===== src/rtl/cu_pkg.sv =====
// Shared definitions for the hardwired control sequencer: opcodes, state encoding,
// opcode classes and the fixed bit map of the ctrl strobe bundle.
package cu_pkg;

    localparam logic [4:0] OP_RALU_LAST = 5'h08;
    localparam logic [4:0] OP_IMM_FIRST = 5'h09;
    localparam logic [4:0] OP_IMM_LAST  = 5'h0B;
    localparam logic [4:0] OP_LD        = 5'h0C;
    localparam logic [4:0] OP_LDI       = 5'h0D;
    localparam logic [4:0] OP_ST        = 5'h0E;
    localparam logic [4:0] OP_MUL       = 5'h0F;
    localparam logic [4:0] OP_DIV       = 5'h10;
    localparam logic [4:0] OP_NEG       = 5'h11;
    localparam logic [4:0] OP_NOT       = 5'h12;
    localparam logic [4:0] OP_BR        = 5'h13;
    localparam logic [4:0] OP_JR        = 5'h14;
    localparam logic [4:0] OP_JAL       = 5'h15;
    localparam logic [4:0] OP_IN        = 5'h16;
    localparam logic [4:0] OP_OUT       = 5'h17;
    localparam logic [4:0] OP_MFHI      = 5'h18;
    localparam logic [4:0] OP_MFLO      = 5'h19;
    localparam logic [4:0] OP_NOP       = 5'h1A;
    localparam logic [4:0] OP_HALT      = 5'h1B;

    typedef enum logic [3:0] {
        ST_RESET, ST_FETCH0, ST_FETCH1, ST_FETCH2,
        ST_T3, ST_T4, ST_T5, ST_T6, ST_T7, ST_STEP_WAIT, ST_HALT
    } state_t;

    localparam int CLS_RALU = 0,  CLS_IMM = 1,  CLS_LD = 2,    CLS_LDI = 3,  CLS_ST = 4;
    localparam int CLS_MULDIV = 5, CLS_NEGNOT = 6, CLS_BR = 7, CLS_JR = 8, CLS_JAL = 9;
    localparam int CLS_IN = 10,  CLS_OUT = 11, CLS_MFHI = 12, CLS_MFLO = 13, CLS_NOP = 14;
    localparam int CLS_HALT = 15, CLS_ILLEGAL = 16, CLS_N = 17;

    localparam int B_PCOUT = 0,  B_ZLOWOUT = 1, B_ZHIGHOUT = 2, B_MDROUT = 3, B_HIOUT = 4;
    localparam int B_LOOUT = 5,  B_INPORTOUT = 6, B_COUT = 7, B_R_OUT = 8, B_BAOUT = 9;
    localparam int B_MARIN = 10, B_MDRIN = 11, B_IRIN = 12, B_YIN = 13, B_PCIN = 14;
    localparam int B_ZHIIN = 15, B_ZLOIN = 16, B_HIIN = 17, B_LOIN = 18, B_R_IN = 19;
    localparam int B_CONIN = 20, B_READ = 21, B_RAM_WR = 22, B_EN_OUTPORT = 23, B_GRA = 24;
    localparam int B_GRB = 25,   B_GRC = 26, B_INCPC = 27, B_BRANCH_FLAG = 28;
    localparam int N_STROBES = 29;

    function automatic logic [N_STROBES-1:0] sb(input int idx);
        sb = {{(N_STROBES-1){1'b0}}, 1'b1} << idx;
    endfunction

    // Execute-step ordinal: T3 is step 1, T7 is step 5; 0 outside execute.
    function automatic logic [2:0] exec_index(input state_t s);
        case (s)
            ST_T3:   exec_index = 3'd1;
            ST_T4:   exec_index = 3'd2;
            ST_T5:   exec_index = 3'd3;
            ST_T6:   exec_index = 3'd4;
            ST_T7:   exec_index = 3'd5;
            default: exec_index = 3'd0;
        endcase
    endfunction

    function automatic state_t next_exec(input state_t s);
        case (s)
            ST_T3:   next_exec = ST_T4;
            ST_T4:   next_exec = ST_T5;
            ST_T5:   next_exec = ST_T6;
            ST_T6:   next_exec = ST_T7;
            default: next_exec = ST_FETCH0;
        endcase
    endfunction

endpackage


===== src/rtl/cu_if.sv =====
// Control-unit <-> datapath bundle: IR/CONFF/stop/step in, strobes and status out.
interface cu_if #(parameter int CTRL_W = 32);
    logic [31:0]       ir;
    logic              con_ff;
    logic              stop;
    logic              step;
    logic [CTRL_W-1:0] ctrl;
    logic              run;
    logic              illegal;

    modport master (input ir, con_ff, stop, step, output ctrl, run, illegal);
    modport slave  (output ir, con_ff, stop, step, input ctrl, run, illegal);
endinterface


===== src/rtl/cu_op_decode.sv =====
// Opcode to one-hot instruction class plus number of execute steps (combinational).
module cu_op_decode
    import cu_pkg::*;
(
    input  logic [4:0]       opcode,
    output logic [CLS_N-1:0] cls,
    output logic [2:0]       n_steps
);

    always_comb begin
        cls     = '0;
        n_steps = 3'd0;
        case (opcode) inside
            [5'h00:OP_RALU_LAST]:       begin cls[CLS_RALU]    = 1'b1; n_steps = 3'd3; end
            [OP_IMM_FIRST:OP_IMM_LAST]: begin cls[CLS_IMM]     = 1'b1; n_steps = 3'd3; end
            OP_LD:                      begin cls[CLS_LD]      = 1'b1; n_steps = 3'd5; end
            OP_LDI:                     begin cls[CLS_LDI]     = 1'b1; n_steps = 3'd3; end
            OP_ST:                      begin cls[CLS_ST]      = 1'b1; n_steps = 3'd5; end
            OP_MUL, OP_DIV:             begin cls[CLS_MULDIV]  = 1'b1; n_steps = 3'd4; end
            OP_NEG, OP_NOT:             begin cls[CLS_NEGNOT]  = 1'b1; n_steps = 3'd2; end
            OP_BR:                      begin cls[CLS_BR]      = 1'b1; n_steps = 3'd4; end
            OP_JR:                      begin cls[CLS_JR]      = 1'b1; n_steps = 3'd1; end
            OP_JAL:                     begin cls[CLS_JAL]     = 1'b1; n_steps = 3'd2; end
            OP_IN:                      begin cls[CLS_IN]      = 1'b1; n_steps = 3'd1; end
            OP_OUT:                     begin cls[CLS_OUT]     = 1'b1; n_steps = 3'd1; end
            OP_MFHI:                    begin cls[CLS_MFHI]    = 1'b1; n_steps = 3'd1; end
            OP_MFLO:                    begin cls[CLS_MFLO]    = 1'b1; n_steps = 3'd1; end
            OP_NOP:                     cls[CLS_NOP]     = 1'b1;
            OP_HALT:                    cls[CLS_HALT]    = 1'b1;
            default:                    cls[CLS_ILLEGAL] = 1'b1;
        endcase
    end

endmodule


===== src/rtl/cpu_control_unit.sv =====
// Hardwired fetch/execute sequencer driving the datapath strobe bundle.
// Optional CU_SINGLE_STEP_EN: park in STEP_WAIT after every instruction until step.
module cpu_control_unit
    import cu_pkg::*;
#(
    parameter int MEM_LAT = 1,
    parameter int CTRL_W  = 32
) (
    input logic  clk,
    input logic  clr,
    cu_if.master bus
);

`ifdef CU_SINGLE_STEP_EN
    localparam state_t INSTR_DONE = ST_STEP_WAIT;
`else
    localparam state_t INSTR_DONE = ST_FETCH0;
`endif

    state_t                 state_reg, state_next;
    logic [2:0]             wait_reg, wait_next;
    logic                   illegal_reg, illegal_next;
    logic [CLS_N-1:0]       cls;
    logic [2:0]             n_steps;
    logic [N_STROBES-1:0]   strobes;
    logic                   unused_bits;

    cu_op_decode u_op_decode (
        .opcode  (bus.ir[31:27]),
        .cls     (cls),
        .n_steps (n_steps)
    );

    always_ff @(posedge clk) begin
        if (clr) begin
            state_reg   <= ST_RESET;
            wait_reg    <= 3'd0;
            illegal_reg <= 1'b0;
        end else begin
            state_reg   <= state_next;
            wait_reg    <= wait_next;
            illegal_reg <= illegal_next;
        end
    end

    // The IR is only loaded at the end of FETCH2, so the opcode is first seen in T3;
    // zero-step opcodes (nop/halt/illegal) therefore spend T3 with no strobes.
    always_comb begin
        state_next   = state_reg;
        wait_next    = wait_reg;
        illegal_next = illegal_reg;
        case (state_reg)
            ST_RESET:  state_next = ST_FETCH0;
            ST_FETCH0: begin
                state_next = ST_FETCH1;
                wait_next  = 3'(MEM_LAT);
            end
            ST_FETCH1: begin
                if (wait_reg == 3'd0) state_next = ST_FETCH2;
                else                  wait_next  = wait_reg - 3'd1;
            end
            ST_FETCH2: state_next = ST_T3;
            ST_T3, ST_T4, ST_T5, ST_T6, ST_T7: begin
                if (state_reg == ST_T6 && cls[CLS_LD] && wait_reg != 3'd0) begin
                    wait_next = wait_reg - 3'd1;
                end else if (exec_index(state_reg) >= n_steps) begin
                    if (cls[CLS_ILLEGAL]) begin
                        illegal_next = 1'b1;
                        state_next   = ST_HALT;
                    end else if (cls[CLS_HALT] || bus.stop) begin
                        state_next = ST_HALT;
                    end else begin
                        state_next = INSTR_DONE;
                    end
                end else begin
                    state_next = next_exec(state_reg);
                    if (state_reg == ST_T5 && cls[CLS_LD]) wait_next = 3'(MEM_LAT);
                end
            end
`ifdef CU_SINGLE_STEP_EN
            ST_STEP_WAIT: begin
                if (bus.stop)      state_next = ST_HALT;
                else if (bus.step) state_next = ST_FETCH0;
            end
`endif
            ST_HALT: ;
            default: state_next = ST_RESET;
        endcase
    end

    always_comb begin
        strobes = '0;
        case (state_reg)
            ST_FETCH0: strobes = sb(B_PCOUT) | sb(B_MARIN) | sb(B_INCPC) | sb(B_ZLOIN);
            ST_FETCH1: strobes = sb(B_ZLOWOUT) | sb(B_PCIN) | sb(B_READ) | sb(B_MDRIN);
            ST_FETCH2: strobes = sb(B_MDROUT) | sb(B_IRIN);
            ST_T3: case (1'b1)
                cls[CLS_RALU], cls[CLS_IMM]:       strobes = sb(B_GRB) | sb(B_R_OUT) | sb(B_YIN);
                cls[CLS_LD], cls[CLS_LDI], cls[CLS_ST]:
                                                   strobes = sb(B_GRB) | sb(B_BAOUT) | sb(B_YIN);
                cls[CLS_MULDIV]:                   strobes = sb(B_GRA) | sb(B_R_OUT) | sb(B_YIN);
                cls[CLS_NEGNOT]:                   strobes = sb(B_GRB) | sb(B_R_OUT) | sb(B_ZLOIN);
                cls[CLS_BR]:                       strobes = sb(B_GRA) | sb(B_R_OUT) | sb(B_CONIN);
                cls[CLS_JR]:                       strobes = sb(B_GRA) | sb(B_R_OUT) | sb(B_PCIN);
                cls[CLS_JAL]:                      strobes = sb(B_PCOUT) | sb(B_GRB) | sb(B_R_IN);
                cls[CLS_IN]:                       strobes = sb(B_INPORTOUT) | sb(B_GRA) | sb(B_R_IN);
                cls[CLS_OUT]:                      strobes = sb(B_GRA) | sb(B_R_OUT) | sb(B_EN_OUTPORT);
                cls[CLS_MFHI]:                     strobes = sb(B_HIOUT) | sb(B_GRA) | sb(B_R_IN);
                cls[CLS_MFLO]:                     strobes = sb(B_LOOUT) | sb(B_GRA) | sb(B_R_IN);
                default: ;
            endcase
            ST_T4: case (1'b1)
                cls[CLS_RALU]:                     strobes = sb(B_GRC) | sb(B_R_OUT) | sb(B_ZLOIN);
                cls[CLS_IMM], cls[CLS_LD], cls[CLS_LDI], cls[CLS_ST]:
                                                   strobes = sb(B_COUT) | sb(B_ZLOIN);
                cls[CLS_MULDIV]:  strobes = sb(B_GRB) | sb(B_R_OUT) | sb(B_ZHIIN) | sb(B_ZLOIN);
                cls[CLS_NEGNOT]:                   strobes = sb(B_ZLOWOUT) | sb(B_GRA) | sb(B_R_IN);
                cls[CLS_BR]:                       strobes = sb(B_PCOUT) | sb(B_YIN);
                cls[CLS_JAL]:                      strobes = sb(B_GRA) | sb(B_R_OUT) | sb(B_PCIN);
                default: ;
            endcase
            ST_T5: case (1'b1)
                cls[CLS_RALU], cls[CLS_IMM], cls[CLS_LDI]:
                                                   strobes = sb(B_ZLOWOUT) | sb(B_GRA) | sb(B_R_IN);
                cls[CLS_LD], cls[CLS_ST]:          strobes = sb(B_ZLOWOUT) | sb(B_MARIN);
                cls[CLS_MULDIV]:                   strobes = sb(B_ZLOWOUT) | sb(B_LOIN);
                cls[CLS_BR]:                       strobes = sb(B_COUT) | sb(B_BRANCH_FLAG) | sb(B_ZLOIN);
                default: ;
            endcase
            ST_T6: case (1'b1)
                cls[CLS_LD]:                       strobes = sb(B_READ) | sb(B_MDRIN);
                cls[CLS_ST]:                       strobes = sb(B_GRA) | sb(B_R_OUT) | sb(B_MDRIN);
                cls[CLS_MULDIV]:                   strobes = sb(B_ZHIGHOUT) | sb(B_HIIN);
                cls[CLS_BR]:      strobes = sb(B_ZLOWOUT) | (bus.con_ff ? sb(B_PCIN) : '0);
                default: ;
            endcase
            ST_T7: case (1'b1)
                cls[CLS_LD]:                       strobes = sb(B_MDROUT) | sb(B_GRA) | sb(B_R_IN);
                cls[CLS_ST]:                       strobes = sb(B_RAM_WR);
                default: ;
            endcase
            default: ;
        endcase
    end

    assign bus.ctrl[N_STROBES-1:0] = strobes;

    genvar gi;
    generate
        for (gi = N_STROBES; gi < CTRL_W; gi++) begin : g_spare_ctrl
            assign bus.ctrl[gi] = 1'b0;
        end
    endgenerate

    assign bus.run     = (state_reg != ST_RESET) && (state_reg != ST_HALT);
    assign bus.illegal = illegal_reg;

`ifdef CU_SINGLE_STEP_EN
    assign unused_bits = ^{bus.ir[26:0], cls[CLS_NOP]};
`else
    assign unused_bits = ^{bus.ir[26:0], cls[CLS_NOP], bus.step};
`endif

endmodule


===== src/flat_wrapper.sv =====
// flat-port wrapper written by rule: the top's interface ports become plain ports
module cpu_control_unit_flat import cu_pkg::*;
#(
    parameter int MEM_LAT = 1,
    parameter int CTRL_W  = 32
)
  (clk, clr, bus_ir, bus_con_ff, bus_stop, bus_step, bus_ctrl, bus_run, bus_illegal);
  cu_if #(.CTRL_W(CTRL_W)) bus_i ();
  input logic clk;
  input logic clr;
  input wire logic [$bits(bus_i.ir)-1:0] bus_ir;
  input wire logic [$bits(bus_i.con_ff)-1:0] bus_con_ff;
  input wire logic [$bits(bus_i.stop)-1:0] bus_stop;
  input wire logic [$bits(bus_i.step)-1:0] bus_step;
  output wire logic [$bits(bus_i.ctrl)-1:0] bus_ctrl;
  output wire logic [$bits(bus_i.run)-1:0] bus_run;
  output wire logic [$bits(bus_i.illegal)-1:0] bus_illegal;
  assign bus_i.ir = bus_ir;
  assign bus_i.con_ff = bus_con_ff;
  assign bus_i.stop = bus_stop;
  assign bus_i.step = bus_step;
  assign bus_ctrl = bus_i.ctrl;
  assign bus_run = bus_i.run;
  assign bus_illegal = bus_i.illegal;
  cpu_control_unit #(.MEM_LAT(MEM_LAT), .CTRL_W(CTRL_W)) u_core (.clk(clk), .clr(clr), .bus(bus_i));
endmodule

===== config.mk =====
export PLATFORM = sky130hd
export DESIGN_NAME = cpu_control_unit_flat
export DESIGN_NICKNAME = d
export VERILOG_FILES = /design/src/rtl/cu_pkg.sv /design/src/rtl/cu_if.sv /design/src/rtl/cu_op_decode.sv /design/src/rtl/cpu_control_unit.sv /design/src/flat_wrapper.sv
export SDC_FILE = /design/constraint.sdc
export NUM_CORES = 1
export LEC_CHECK = 0
export BUFFER_PORTS_ARGS = -buffer_cell sky130_fd_sc_hd__buf_2
export CORE_MARGIN = 3
export CORE_UTILIZATION = 40
export DETAILED_ROUTE_END_ITERATION = 12
export PLACE_DENSITY = 0.73
export SETUP_SLACK_MARGIN = 0.3
export SLEW_MARGIN = 20
export SYNTH_ARGS = -nofsm -noshare
export SYNTH_HDL_FRONTEND = slang
export SYNTH_HIERARCHICAL = 1
export SYNTH_SLANG_ARGS = --single-unit

===== constraint.sdc =====
create_clock -name clk -period 4.9 [get_ports clk]
set_input_delay 1.47 -clock clk [delete_from_list [all_inputs] [get_ports clk]]
set_output_delay 1.47 -clock clk [all_outputs]
set_load 0.1 [all_outputs]

==> flow_metrics.tcl <==
set metrics [dict create \
    syn2layout_area_growth_pct 104 \
    fin_skew_ps 3.97 \
    cts_num_sinks 8 \
    failing_checks "setup timing" \
    place.gp.congestion 0.937 \
    fillers 144 \
    grt_first_pass_wirelength_microns 11300 \
    setup_slack_ps -359 \
    largest_register_ff_count 4 \
    period_minus_slack_ps 5260 \
    reg2reg_slack_ps 1310 \
    iter_0_drt_violations 394 \
    clkTransAtPathRegs_ps 40 \
    core_area_sq_um 3440 \
    cts_hold_repair.buffers 0 \
    layout_worst_path_cycle_share_pct 107 \
    antenna_diode_count 0 \
    setup.worst_path.start_class "input pin" \
    nNetsFinal 365 \
    min_path_type "reg2reg" \
    global_route.overflow_total 0 \
    criticalPathCategory "in2out" \
    vias_per_cell 6.83 \
    synth_warnings 6 \
    seq_power_share_pct 13.3 \
    maxSlewHeadroom_pct 50.9 \
    post_route_antenna_net_violation_count 0 \
    num_rows 21 \
    setup_violations 10 \
    finalMaxSlewViolations 0 \
    final-seq-area_sq_um 160 \
    end_point_of_the_worst_hold_path "u_core/wait_reg[1]" \
    instances_no_fill 367 \
    power_density_nw_per_um2 252 \
    die_h_microns 66.9 \
    endpoint_kind "output pin" \
    max-cap-violations 0 \
    worstPathRequired_ps 3430 \
    io_pins 71 \
    worst-r2r-cell-count 8 \
    groute.usage.overall_pct 33.7 \
    power_leakage_nw 1.22 \
    hpwlAfterDp_microns 3980 \
    die_x_microns 66.9 \
    synthCells 237 \
    detail_route.wl_per_cell_microns 25.5 \
    fraction_of_power_spent_switching_nets_pct 58.4 \
    report.final.hold_viol_count 0 \
    final_cell_mix "sky130_fd_sc_hd__buf_4, sky130_fd_sc_hd__buf_12, sky130_fd_sc_hd__nand2_1, sky130_fd_sc_hd__nor2_1, sky130_fd_sc_hd__buf_6" \
    share_comb_of_total_power_pct 76.2 \
    grt_setup_unrepaired "true" \
    placement.setup.worst_slack_ps -285 \
    routed-via-count 2507 \
    worstReg2RegStart "u_core/state_reg[2]" \
    drt_first_pass_iters 7 \
    timing.fmax_mhz 190 \
    grt_start_max_net_pins 21 \
    buffer_ports.inserted 39 \
    netlist_area_sq_um 1480 \
    numCtsBuffers 3 \
    endpoint_arrival_time_on_the_critical_path_ps 3790 \
    hold_depth 2 \
    crit-reg2reg-capture "u_core/wait_reg[0]" \
    cts-root-to-sink-buffers 2 \
    dp.cells 339 \
    final_layout_size_suffix_gt1_share_pct 54.5 \
    cts-root-buf "sky130_fd_sc_hd__clkbuf_8" \
    antenna_found_initial 0 \
    multi_input_area_sq_um 1660 \
    p_int_mw 0.317 \
    floorplan.initialDensity_pct 43.0 \
    timing.hold.worst.start "u_core/wait_reg[1]" \
    worst_skew_pair.late_latency_ps 230 \
    worst_pin_slew_ps 735 \
    finalPower_mw 0.762 \
    layout.cells.most_common "sky130_fd_sc_hd__buf_4" \
    clockPowerShare_pct 10.5 \
    h-tree-depth 1 \
    syn-mean-instance-area_sq_um 6.25 \
    crit_path_max_fanout 5 \
    status "complete, but fails checks" \
    tritoncts "built" \
    floorplan.die_area_sq_um 4470 \
    vdd.ir_drop.worst_v 0.000280 \
    grt_pass1_vias 2286 \
    detail_route.drc_violations 0 \
    wirelength_microns 9370 \
    switchingPower_mw 0.445 \
]
-- how the worst max path moves through the flow --
stage                           from           to  slack (ps)
after global routing      bus_ir[28]  bus_ctrl[8]        -430
after CTS                 bus_ir[27]  bus_ctrl[5]        -230
after detailed placement  bus_ir[28]  bus_ctrl[5]        -280
final                     bus_ir[28]  bus_ctrl[5]        -360
after global placement    bus_ir[28]  bus_ctrl[5]        -230
after floorplan           bus_ir[29]  bus_ctrl[5]        -650
-- metrics by stage --
stage / utilization, % / setup TNS (ps) / hold WS (ps) / instance area [sq um]
global placement: 70.6 / -346 / 456 / 2430
detailed placement: 70.6 / -476 / 462 / 2430
finish: 88.0 / -1630 / 466 / 3030
floorplan: - / -2530 / 448 / 1720
global route: 88.0 / -2240 / 507 / 3030
CTS: 81.4 / -389 / 467 / 2800
-- worst max-delay path: stages --
cell                       delay (ps)
sky130_fd_sc_hd__buf_8            110
sky130_fd_sc_hd__or2_4            240
sky130_fd_sc_hd__and4bb_1         230
sky130_fd_sc_hd__or4_4            460
sky130_fd_sc_hd__nor3_4           240
sky130_fd_sc_hd__nand2_2          110
sky130_fd_sc_hd__or4_4            480
sky130_fd_sc_hd__nor3b_4          240
sky130_fd_sc_hd__buf_12           200
-- power by group through the flow --
stage | Sequential (mW) | Combinational [mW] | Clock [mW]
after floorplan | 0.0827 | 0.375 | 0
after global placement | 0.0987 | 0.482 | 0
after detailed placement | 0.0996 | 0.490 | 0
after CTS | 0.0984 | 0.520 | 0.0808
after global routing | 0.102 | 0.596 | 0.0849
final | 0.101 | 0.581 | 0.0797
-- area by class of cell --
| class | instances | area share (%) |
|---|---|---|
| Clock buffer | 3 | 1.36 |
| Inverter | 11 | 1.57 |
| Multi-Input combinational cell | 205 | 54.7 |
| Sequential cell | 8 | 5.29 |
| Tap cell | 46 | 1.90 |
| Timing Repair Buffer | 94 | 35.2 |
-- per-layer routing --
layer | up-vias | routed length (microns) | track usage (%)
li1 | 1010 | - | -
met4 | 0 | 748 | 25.1
met5 | - | 0 | 0
met2 | 294 | 4160 | 56.7
met1 | 1114 | 3150 | 35.8
met3 | 89 | 1310 | 8.60
-- timing repair --
| action | in CTS | in global routing |
|---|---|---|
| endpoints found under the setup margin | 17 | 19 |
| gates resized for setup | 55 | 38 |
| setup buffers | 15 | 10 |
| gates cloned | 0 | 0 |
| pin swaps | 19 | 20 |
(Power assumes the default switching activity.)
